## src/rtl/wspr_symbol_sequencer.sv

```systemverilog
// wspr_symbol_sequencer: plays a host-loaded table of 2-bit WSPR symbols as
// 4-FSK tones by driving the CORDIC NCO frequency word and I-input amplitude.
// The NCO phase accumulator is never reset, so tone changes stay phase-continuous.
// Optional feature macro: WSPR_AMP_RAMP_EN (linear amplitude ramp at start/end).
module wspr_symbol_sequencer #(
   parameter int unsigned NUM_SYMBOLS = 162,
   parameter int unsigned SYM_CYCLES  = 52428800,
   parameter int unsigned TONE_STEP   = 82,
   parameter int unsigned AMP_FULL    = 19898,
   parameter int unsigned RAMP_SHIFT  = 10
) (
   input  logic        clock,
   input  logic        reset,
   input  logic [31:0] base_freq,
   input  logic        sym_we,
   input  logic [7:0]  sym_addr,
   input  logic [1:0]  sym_data,
   input  logic        start,
   input  logic        abort,
   output logic        busy,
   output logic        done,
   output logic        tx_enable,
   output logic [7:0]  sym_index,
   output logic [31:0] frequency,
   output logic [15:0] amplitude
);

   localparam int unsigned AW = (NUM_SYMBOLS > 1) ? $clog2(NUM_SYMBOLS) : 1;
   localparam int unsigned CW = (SYM_CYCLES > 1) ? $clog2(SYM_CYCLES) : 1;
   localparam int unsigned RW = RAMP_SHIFT + 1;
   localparam int unsigned PW = 16 + RW;
   localparam logic [RW-1:0] RAMP_FULL = RW'(2 ** RAMP_SHIFT);
   localparam logic [CW-1:0] CNT_LAST  = CW'(SYM_CYCLES - 1);
   localparam logic [7:0]    LAST_IDX  = 8'(NUM_SYMBOLS - 1);

   typedef enum logic [1:0] {IDLE, RAMP_UP, SEND, RAMP_DOWN} state_t;

   state_t        state;
   logic [1:0]    mem [NUM_SYMBOLS];
   logic [31:0]   base_q;
   logic [CW-1:0] cnt;
   logic          wr_ok;
   logic [1:0]    sym0;
`ifdef WSPR_AMP_RAMP_EN
   logic [RW-1:0] ramp;
   logic          aborted;
`endif

   // Amplitude for ramp level r: (AMP_FULL * r) >> RAMP_SHIFT
   function automatic logic [15:0] ramp_amp(input logic [RW-1:0] r);
      logic [PW-1:0] prod;
      prod = PW'(AMP_FULL) * PW'(r);
      return 16'(prod >> RAMP_SHIFT);
   endfunction

   // Frequency word for a symbol, modulo 2**32
   function automatic logic [31:0] tone_freq(input logic [31:0] base, input logic [1:0] s);
      return base + 32'(s) * 32'(TONE_STEP);
   endfunction

   // Host writes are accepted only while idle and in range; a same-cycle write to
   // address 0 is forwarded so a start in that cycle sees the new symbol.
   always_comb begin
      wr_ok = sym_we && !busy && ({1'b0, sym_addr} < 9'(NUM_SYMBOLS));
      sym0  = (wr_ok && (sym_addr == 8'd0)) ? sym_data : mem[0];
   end

   // Symbol memory (not cleared by reset)
   always_ff @(posedge clock) begin
      if (wr_ok) mem[AW'(sym_addr)] <= sym_data;
   end

   // Transmission sequencer with registered outputs
   always_ff @(posedge clock) begin
      if (reset) begin
         state     <= IDLE;
         busy      <= 1'b0;
         done      <= 1'b0;
         tx_enable <= 1'b0;
         sym_index <= 8'd0;
         frequency <= 32'd0;
         amplitude <= 16'd0;
         base_q    <= 32'd0;
         cnt       <= '0;
`ifdef WSPR_AMP_RAMP_EN
         ramp      <= '0;
         aborted   <= 1'b0;
`endif
      end else begin
         done <= 1'b0;
         case (state)
            IDLE: begin
               if (start) begin
                  base_q    <= base_freq;
                  busy      <= 1'b1;
                  tx_enable <= 1'b1;
                  sym_index <= 8'd0;
                  frequency <= tone_freq(base_freq, sym0);
                  cnt       <= '0;
`ifdef WSPR_AMP_RAMP_EN
                  state     <= RAMP_UP;
                  ramp      <= RW'(1);
                  amplitude <= ramp_amp(RW'(1));
                  aborted   <= 1'b0;
`else
                  state     <= SEND;
                  amplitude <= ramp_amp(RAMP_FULL);
`endif
               end
            end
`ifdef WSPR_AMP_RAMP_EN
            RAMP_UP: begin
               if (abort) begin
                  state     <= RAMP_DOWN;
                  aborted   <= 1'b1;
                  ramp      <= RW'(ramp - 1'b1);
                  amplitude <= ramp_amp(RW'(ramp - 1'b1));
               end else if (ramp == RAMP_FULL) begin
                  state <= SEND;
               end else begin
                  ramp      <= RW'(ramp + 1'b1);
                  amplitude <= ramp_amp(RW'(ramp + 1'b1));
               end
            end
`endif
            SEND: begin
               if (abort) begin
`ifdef WSPR_AMP_RAMP_EN
                  state     <= RAMP_DOWN;
                  aborted   <= 1'b1;
                  ramp      <= RW'(ramp - 1'b1);
                  amplitude <= ramp_amp(RW'(ramp - 1'b1));
`else
                  state     <= IDLE;
                  busy      <= 1'b0;
                  tx_enable <= 1'b0;
                  amplitude <= 16'd0;
`endif
               end else if (cnt == CNT_LAST) begin
                  cnt <= '0;
                  if (sym_index == LAST_IDX) begin
`ifdef WSPR_AMP_RAMP_EN
                     state     <= RAMP_DOWN;
                     ramp      <= RW'(ramp - 1'b1);
                     amplitude <= ramp_amp(RW'(ramp - 1'b1));
`else
                     state     <= IDLE;
                     busy      <= 1'b0;
                     tx_enable <= 1'b0;
                     amplitude <= 16'd0;
                     done      <= 1'b1;
`endif
                  end else begin
                     sym_index <= sym_index + 8'd1;
                     frequency <= tone_freq(base_q, mem[AW'(sym_index + 8'd1)]);
                  end
               end else begin
                  cnt <= CW'(cnt + 1'b1);
               end
            end
`ifdef WSPR_AMP_RAMP_EN
            RAMP_DOWN: begin
               if (ramp == '0) begin
                  state     <= IDLE;
                  busy      <= 1'b0;
                  tx_enable <= 1'b0;
                  done      <= !aborted;
               end else begin
                  ramp      <= RW'(ramp - 1'b1);
                  amplitude <= ramp_amp(RW'(ramp - 1'b1));
               end
            end
`endif
            default: state <= IDLE;
         endcase
      end
   end

endmodule

```

## config.mk

```make
export PLATFORM = sky130hd
export DESIGN_NAME = wspr_symbol_sequencer
export DESIGN_NICKNAME = d
export VERILOG_FILES = /design/src/rtl/wspr_symbol_sequencer.sv
export SDC_FILE = /design/constraint.sdc
export NUM_CORES = 1
export LEC_CHECK = 0
export CORE_MARGIN = 5
export CORE_UTILIZATION = 48
export CTS_CLUSTER_SIZE = 40
export DETAILED_ROUTE_END_ITERATION = 16
export MAX_ROUTING_LAYER = met4
export PLACE_DENSITY = 0.66
export REMOVE_ABC_BUFFERS = 1
export SYNTH_ARGS = -nofsm -noshare
export SYNTH_HDL_FRONTEND = slang
export SYNTH_SLANG_ARGS = --single-unit
```

## constraint.sdc

```tcl
create_clock -name clock -period 6.46 [get_ports clock]
set_clock_uncertainty 0.1 [all_clocks]
set_input_delay 0.646 -clock clock [delete_from_list [all_inputs] [get_ports clock]]
set_output_delay 0.646 -clock clock [all_outputs]
set_load 0.05 [all_outputs]
```

# Word level (Yosys, flattened, before mapping)
# Memories as Yosys holds them, arrays and structs flattened.
# Cells that the tools add are included.
classes:
  addsub: 4
  mul: 2
  magnitude_cmp: 1
  eq_ne: 9
  n_mux: 33
  n_bitwise: 2
  n_reduce_logical: 13
op_table:
  columns: ["op", "n"]
  rows:
  - ["32-bit 2-to-1 mux", 4]
  - ["26-bit 2-to-1 mux", 3]
  - ["32-bit by 9-bit adder with 32-bit output", 2]
  - ["16-bit 2-to-1 mux", 4]
  - ["32-bit case mux with 2 select lines", 1]
  - ["26-bit case mux with 2 select lines", 1]
  - ["8-bit 2-to-1 mux", 4]
  - ["16-bit case mux with 2 select lines", 1]
  - ["26-bit by 1-bit adder with 26-bit output, second input constant", 1]
  - ["26-bit equality test, second input constant", 1]
  - ["2-bit by 6-bit multiplier with 8-bit output, second input constant", 2]
  - ["8-bit case mux with 2 select lines", 1]
  - ["2-bit 2-to-1 mux", 5]
  - ["8-bit by 1-bit adder with 8-bit output, second input constant", 1]
  - ["8-bit equality test, second input constant", 1]
  - ["8-bit logical NOT", 1]
  - ["8-bit less-than comparator, second input constant", 1]
  - ["2-bit != test, second input constant", 4]
  - ["1-bit 2-to-1 mux", 7]
  - ["3-bit != test, second input constant", 2]
  - ["3-bit AND reduction", 2]
  - ["5-bit AND reduction", 1]
  - ["2-bit case mux with 2 select lines", 1]
  - ["4-bit AND reduction", 1]
  - ["9 further kinds", 12]
totals:
  regBits: 118
  ramBits: 324
  inputBits: 47
  output_inout_bits: 59
  wordCells: 73
  mem_count: 1
memory_table:
  columns: ["memory", "depth", "word_bits", "read_ports", "rd_ports_with_merged_regs", "wr", "line", "rtl"]
  rows:
  - ["mem", 162, 2, 2, 0, 1, "39", "logic [1:0] mem [NUM_SYMBOLS];"]

# Logic depth before layout (Yosys ltp)
depth:
  word_depth: 9
  mapped_depth: 24
  depth_no_buf: 18

# Worst setup path before layout
# OpenSTA, ideal clock, no wires.
synth_timing:
  path_kind: "reg2reg"
  startpoint: "register sym_index[1]"
  endpoint: "register frequency[27]"
  setup_ns: 0.121
  arrival_time_ns: 5.462
  t_required_ns: 6.239
  path_slack_ns: 0.778
  stages_incl_launch_ff: 24
  path_buffers: 5
  synth_period_minus_slack_ns: 5.682
  cell_sequence: "dfxtp_1 > inv_1 > ha_1 > clkbuf_1 > buf_1 > clkbuf_1 > mux4_2 > mux4_2 > mux2i_1 > mux2i_1 > a211oi_1 > nor2_1 > ha_1 > inv_1 > fa_1 > and3b_1 > o21a_1 > o2111ai_1 > and2_1 > clkbuf_1 > clkbuf_1 > nor4_1 > nor3_1 > o31ai_2"
synth_between:
  elab_chain_cells: 8
synth_lines:
  columns: ["item", "line", "rtl"]
  rows:
  - ["from (decl)", "23", "output logic [7:0] sym_index,"]
  - ["from (signal assigned)", "154", "sym_index <= sym_index + 8'd1;"]
  - ["8-bit by 1-bit adder with 8-bit output", "155", "frequency <= tone_freq(base_q, mem[AW'(sym_index + 8'd1)]);"]
  - ["memory 162 x 2 bit", null, null]
  - ["2-bit by 6-bit multiplier with 8-bit output", "58", "return base + 32'(s) * 32'(TONE_STEP);"]
  - ["32-bit by 9-bit adder with 32-bit output", "58", null]
  - ["32-bit 2-to-1 mux", "141", "if (sym_index == LAST_IDX) begin"]
  - ["32-bit 2-to-1 mux", "139", "end else if (cnt == CNT_LAST) begin"]
  - ["32-bit 2-to-1 mux", "127", "if (abort) begin"]
  - ["32-bit case mux with 2 select lines", "91", "case (state)"]
  - ["to (signal assigned)", "98", "frequency <= tone_freq(base_freq, sym0);"]
  - ["to (signal assigned)", "155", null]
  - ["to (decl)", "24", "output logic [31:0] frequency,"]
# Several ways; a longest one is shown, not always the timed one. The select of a mux whose other input is x is not followed.
# A chain may end at the register's enable or synchronous reset.

# Final worst setup path
layout_timing:
  startpoint: "register sym_index[0]"
  endpoint: "register frequency[25]"
# The elaborated chain is that of the path after synthesis.

==> PnR_summary.wiki <==
{| class="wikitable"
! Metric !! Value
|-
| Startpoint of the worst register-to-register path || sym_index[0]
|-
| Post-layout util || 0.557
|-
| Slew at the pin closest to its max-slew limit || between 0.9 and 1 ns
|-
| Normalized max-slew margin || 0.347
|-
| Hold path depth || 2
|-
| Highest net fanout along the worst path || 29
|-
| Worst hold path class || flip-flop to flip-flop
|-
| Overflow left after global routing || 0
|-
| Number of global-route vias before repair || between 10,000 and 15,000
|-
| Count of different cell masters after synthesis || 80
|-
| CTS tree || done
|-
| Critical Path Start Type || flip-flop
|-
| Die Ht || around 210 microns
|-
| RSZ-0062 raised after global routing || false
|-
| Outcome || completed
|-
| Buffers inserted by post-CTS timing repair || 0
|-
| Most frequent cells in the layout || sky130_fd_sc_hd__edfxtp_1 (324), sky130_fd_sc_hd__nor2_1 (237), sky130_fd_sc_hd__nand2_1 (141), sky130_fd_sc_hd__mux4_2 (100), sky130_fd_sc_hd__dfxtp_1 (98)
|-
| FF-to-FF setup slack || approximately 0.92 ns
|-
| Final count of hold timing violations || 0
|-
| Count of TritonRoute iterations in the first routing pass || 7
|-
| HP Start || frequency[3]
|-
| Mapped Cells || between 1,000 and 1,500
|-
| Antenna cell count || 0
|-
| Core box area || just under 0.04 sq mm
|-
| DRC marker count from the first detailed-route iteration || between 900 and 1,000
|-
| Delay-heaviest family, CP || compound AO/OA/AOI/OAI gates
|-
| Horizontal die dimension || 211 microns
|-
| Number of clock buffers inserted by TritonCTS || 45
|-
| Detail-routed net length per standard cell || 22.6 microns
|-
| Endpoint of the worst-slack reg-to-reg timing path || frequency[25]
|-
| Final #Nets || 1,622
|-
| Total power density per cell area || 266 mW/mm^2
|-
| Number of routed nets with antenna violations || 0
|-
| Final Setup Violations || 0
|-
| Detailed placer's ending HPWL || 30,100 microns
|-
| YS warnings || 0
|-
| Post-layout worst setup margin || ~0.92 ns
|-
| Depth of the worst register-to-register path || 15
|-
| GP Congestion || ~0.85
|-
| Static leakage power || between 6 and 7 nW
|-
| Bufs on Longest Clock Path || 3
|-
| Post-synth top flop || sky130_fd_sc_hd__edfxtp_1
|-
| Sequential standard cell area || 0.0117 sq mm
|-
| Effective utilization at floorplan || 0.486
|-
| Data required time at the worst endpoint || slightly below 7 ns
|-
| Part of the Yosys area used for sequential elements || 0.608
|-
| Crit Path Category || flip-flop to flip-flop
|-
| Slowest-stage cell, CP || sky130_fd_sc_hd__dfxtp_4
|-
| Clock input transition at the sequential cells of the worst setup and hold paths || ~0.060 ns
|-
| Total Die Area || ~0.044 sq mm
|-
| IR drop worst, VDD || 0.000214 V
|-
| Worst path arrival time || 5.91 ns
|-
| Port-buffer cells || 98
|-
| Via count || ~13,000
|-
| Shortest period the worst path allows || between 5 and 6 ns
|-
| Worst Setup Slack post-DPL || just over 0.9 ns
|-
| Netlist Area Pre-Place || just under 0.02 sq mm
|-
| Maximum clock frequency || 181 MHz
|-
| Sink count of the clock tree || between 400 and 500
|-
| Initial antenna violation count || 0
|-
| Global-route wire length before repair || 73,300 microns
|-
| Flops & latches, synth || approximately 420
|-
| Final sum of negative setup slack || 0 ns
|-
| Hold Path Sink || frequency[3]
|-
| Share of synthesized registers carrying an async set or reset || 0
|-
| Critical path capture point type || flip-flop
|-
| GRT Util Overall || 0.220
|-
| Number of top-level pins || around 110
|-
| Worst hold margin || around 0.36 ns
|-
| Crit path buf inv count || 1
|-
| Fraction of final layout cells sized beyond drive strength 1 || 0.140
|-
| Fraction of the cycle the final worst path needs || 0.857
|-
| Total power draw || around 6 mW
|-
| Total area of multi-input combinational cells || 0.00709 sq mm
|-
| Commonest non-fill, non-tap cell in the layout || sky130_fd_sc_hd__edfxtp_1
|-
| Clock network latency to the later pin of the worst-skew pair || 0.57 ns
|-
| Delay contributed by the slowest stage of the critical path || between 0.6 and 0.7 ns
|-
| Hold buffer count at cts || 0
|-
| Post-synthesis average cell area || about 13 sq um
|-
| Buffer type at the clock tree root || sky130_fd_sc_hd__clkbuf_16
|-
| Placement Rows || 73
|-
| Final Slew Violations || 0
|-
| DR vias/cell || roughly 6.0
|-
| Area added between synthesis and finish || 14.5%
|-
| Largest net degree at the start of global routing || between 90 and 100
|-
| Number of levels in the clock H-tree || 2
|-
| Number of remaining DRC errors || 0
|-
| Post-synth EDFFs || around 320
|-
| Maximum Capacitance Violations || 0
|-
| Final-layout fill cell count || approximately 3,300
|-
| Crit-path cells || buf_4 > mux4_2 > mux4_2 > nor2b_1 > a211oi_1 > a211oi_1 > o32ai_1 > fa_1 > and3b_1 > o21a_1 > o2111ai_1 > and2_1 > o31a_1 > nor3_1 > o31ai_2
|-
| Number of gates given a new drive strength after cts || 0
|-
| Total detailed-routing wirelength || roughly 48,000 microns
|}
[final cells by class]
cell class                 count  share of cell area
clock inverter                25              0.0104
inverter                      15             0.00255
sequential                   424               0.531
tap                          525              0.0297
multi-input combinational    953               0.321
clock buffer                  57              0.0544
timing repair buffer         119              0.0516
[registers in the layout, summed over array words and instances, names as in the netlist]
| name | cells |
|---|---|
| amplitude | 1 |
| cnt | 26 |
| done | 1 |
| mem | 324 |
| frequency | 32 |
| sym_index | 8 |
| base_q | 32 |
[worst min-delay path, stage by stage, from the launching register on]
cell	delay [ns]
sky130_fd_sc_hd__dfxtp_1	0.30
sky130_fd_sc_hd__nand2_1	0.05
sky130_fd_sc_hd__a21oi_1	0.05
[power breakdown]
part / internal, mW / total [mW] / switching [mW]
clock network: 1.44 / 2.51 / 1.07
logic: 0.121 / 0.393 / 0.273
registers: 2.96 / 2.98 / 0.0247
total: 4.52 / 5.89 / 1.37
[per-layer routing]
| layer | vias up | share of wire | track usage |
|---|---|---|---|
| met2 | 477 | 0.49 | 0.355 |
| met5 | - | 0 | - |
| li1 | 5743 | - | - |
| met1 | 6340 | 0.41 | 0.292 |
| met3 | 83 | 0.073 | 0.0362 |
| met4 | 0 | 0.024 | 0.0592 |
[cells by family (layout without fill, tap and decap cells)]
kind of cell / count (synthesis) / after routing / share of synthesized area
AO/OA/AOI/OAI: 210 / 210 / 0.0714
other: 1 / 7 / 0.000194
buffers and inverters: 118 / 216 / 0.0292
adder cells (fa/ha/maj): 17 / 17 / 0.0118
flip-flops: 424 / 424 / 0.608
XOR/XNOR: 52 / 52 / 0.0236
multiplexers: 119 / 119 / 0.127
AND/OR/NAND/NOR: 548 / 548 / 0.130
[synthesized netlist by cell type, types with 19 or more instances]
master	n	area [sq um]
sky130_fd_sc_hd__buf_4	19	143
sky130_fd_sc_hd__xnor2_1	25	219
sky130_fd_sc_hd__clkbuf_1	58	218
sky130_fd_sc_hd__o21ai_0	26	130
sky130_fd_sc_hd__nor3_1	23	115
sky130_fd_sc_hd__nor2_1	238	893
sky130_fd_sc_hd__a21oi_1	76	380
sky130_fd_sc_hd__edfxtp_1	324	9730
sky130_fd_sc_hd__xor2_1	27	236
sky130_fd_sc_hd__nand3_1	48	240
sky130_fd_sc_hd__nand2_1	141	529
sky130_fd_sc_hd__dfxtp_1	100	2000
sky130_fd_sc_hd__mux4_2	100	2250
[stage by stage]
step                      area (sq um)  cells
after floorplan                  18800   1392
after global placement           20700   2036
after detailed placement         20700   2036
after CTS                        22100   2118
after global routing             22100   2118
final                            22100   2118
[worst max path at each step]
| stage | cells past startpoint | to | slack (ns) | startpoint |
|---|---|---|---|---|
| floorplan | 15 | frequency[25] | -3.05 | sym_index[0] |
| global placement | 15 | frequency[27] | 1.01 | sym_index[0] |
| detailed placement | 15 | frequency[25] | 0.91 | sym_index[0] |
| CTS | 15 | frequency[25] | 0.89 | sym_index[0] |
| global route | 15 | frequency[25] | 0.53 | sym_index[0] |
| finish | 15 | frequency[25] | 0.92 | sym_index[0] |
(Power assumes the default switching activity.)
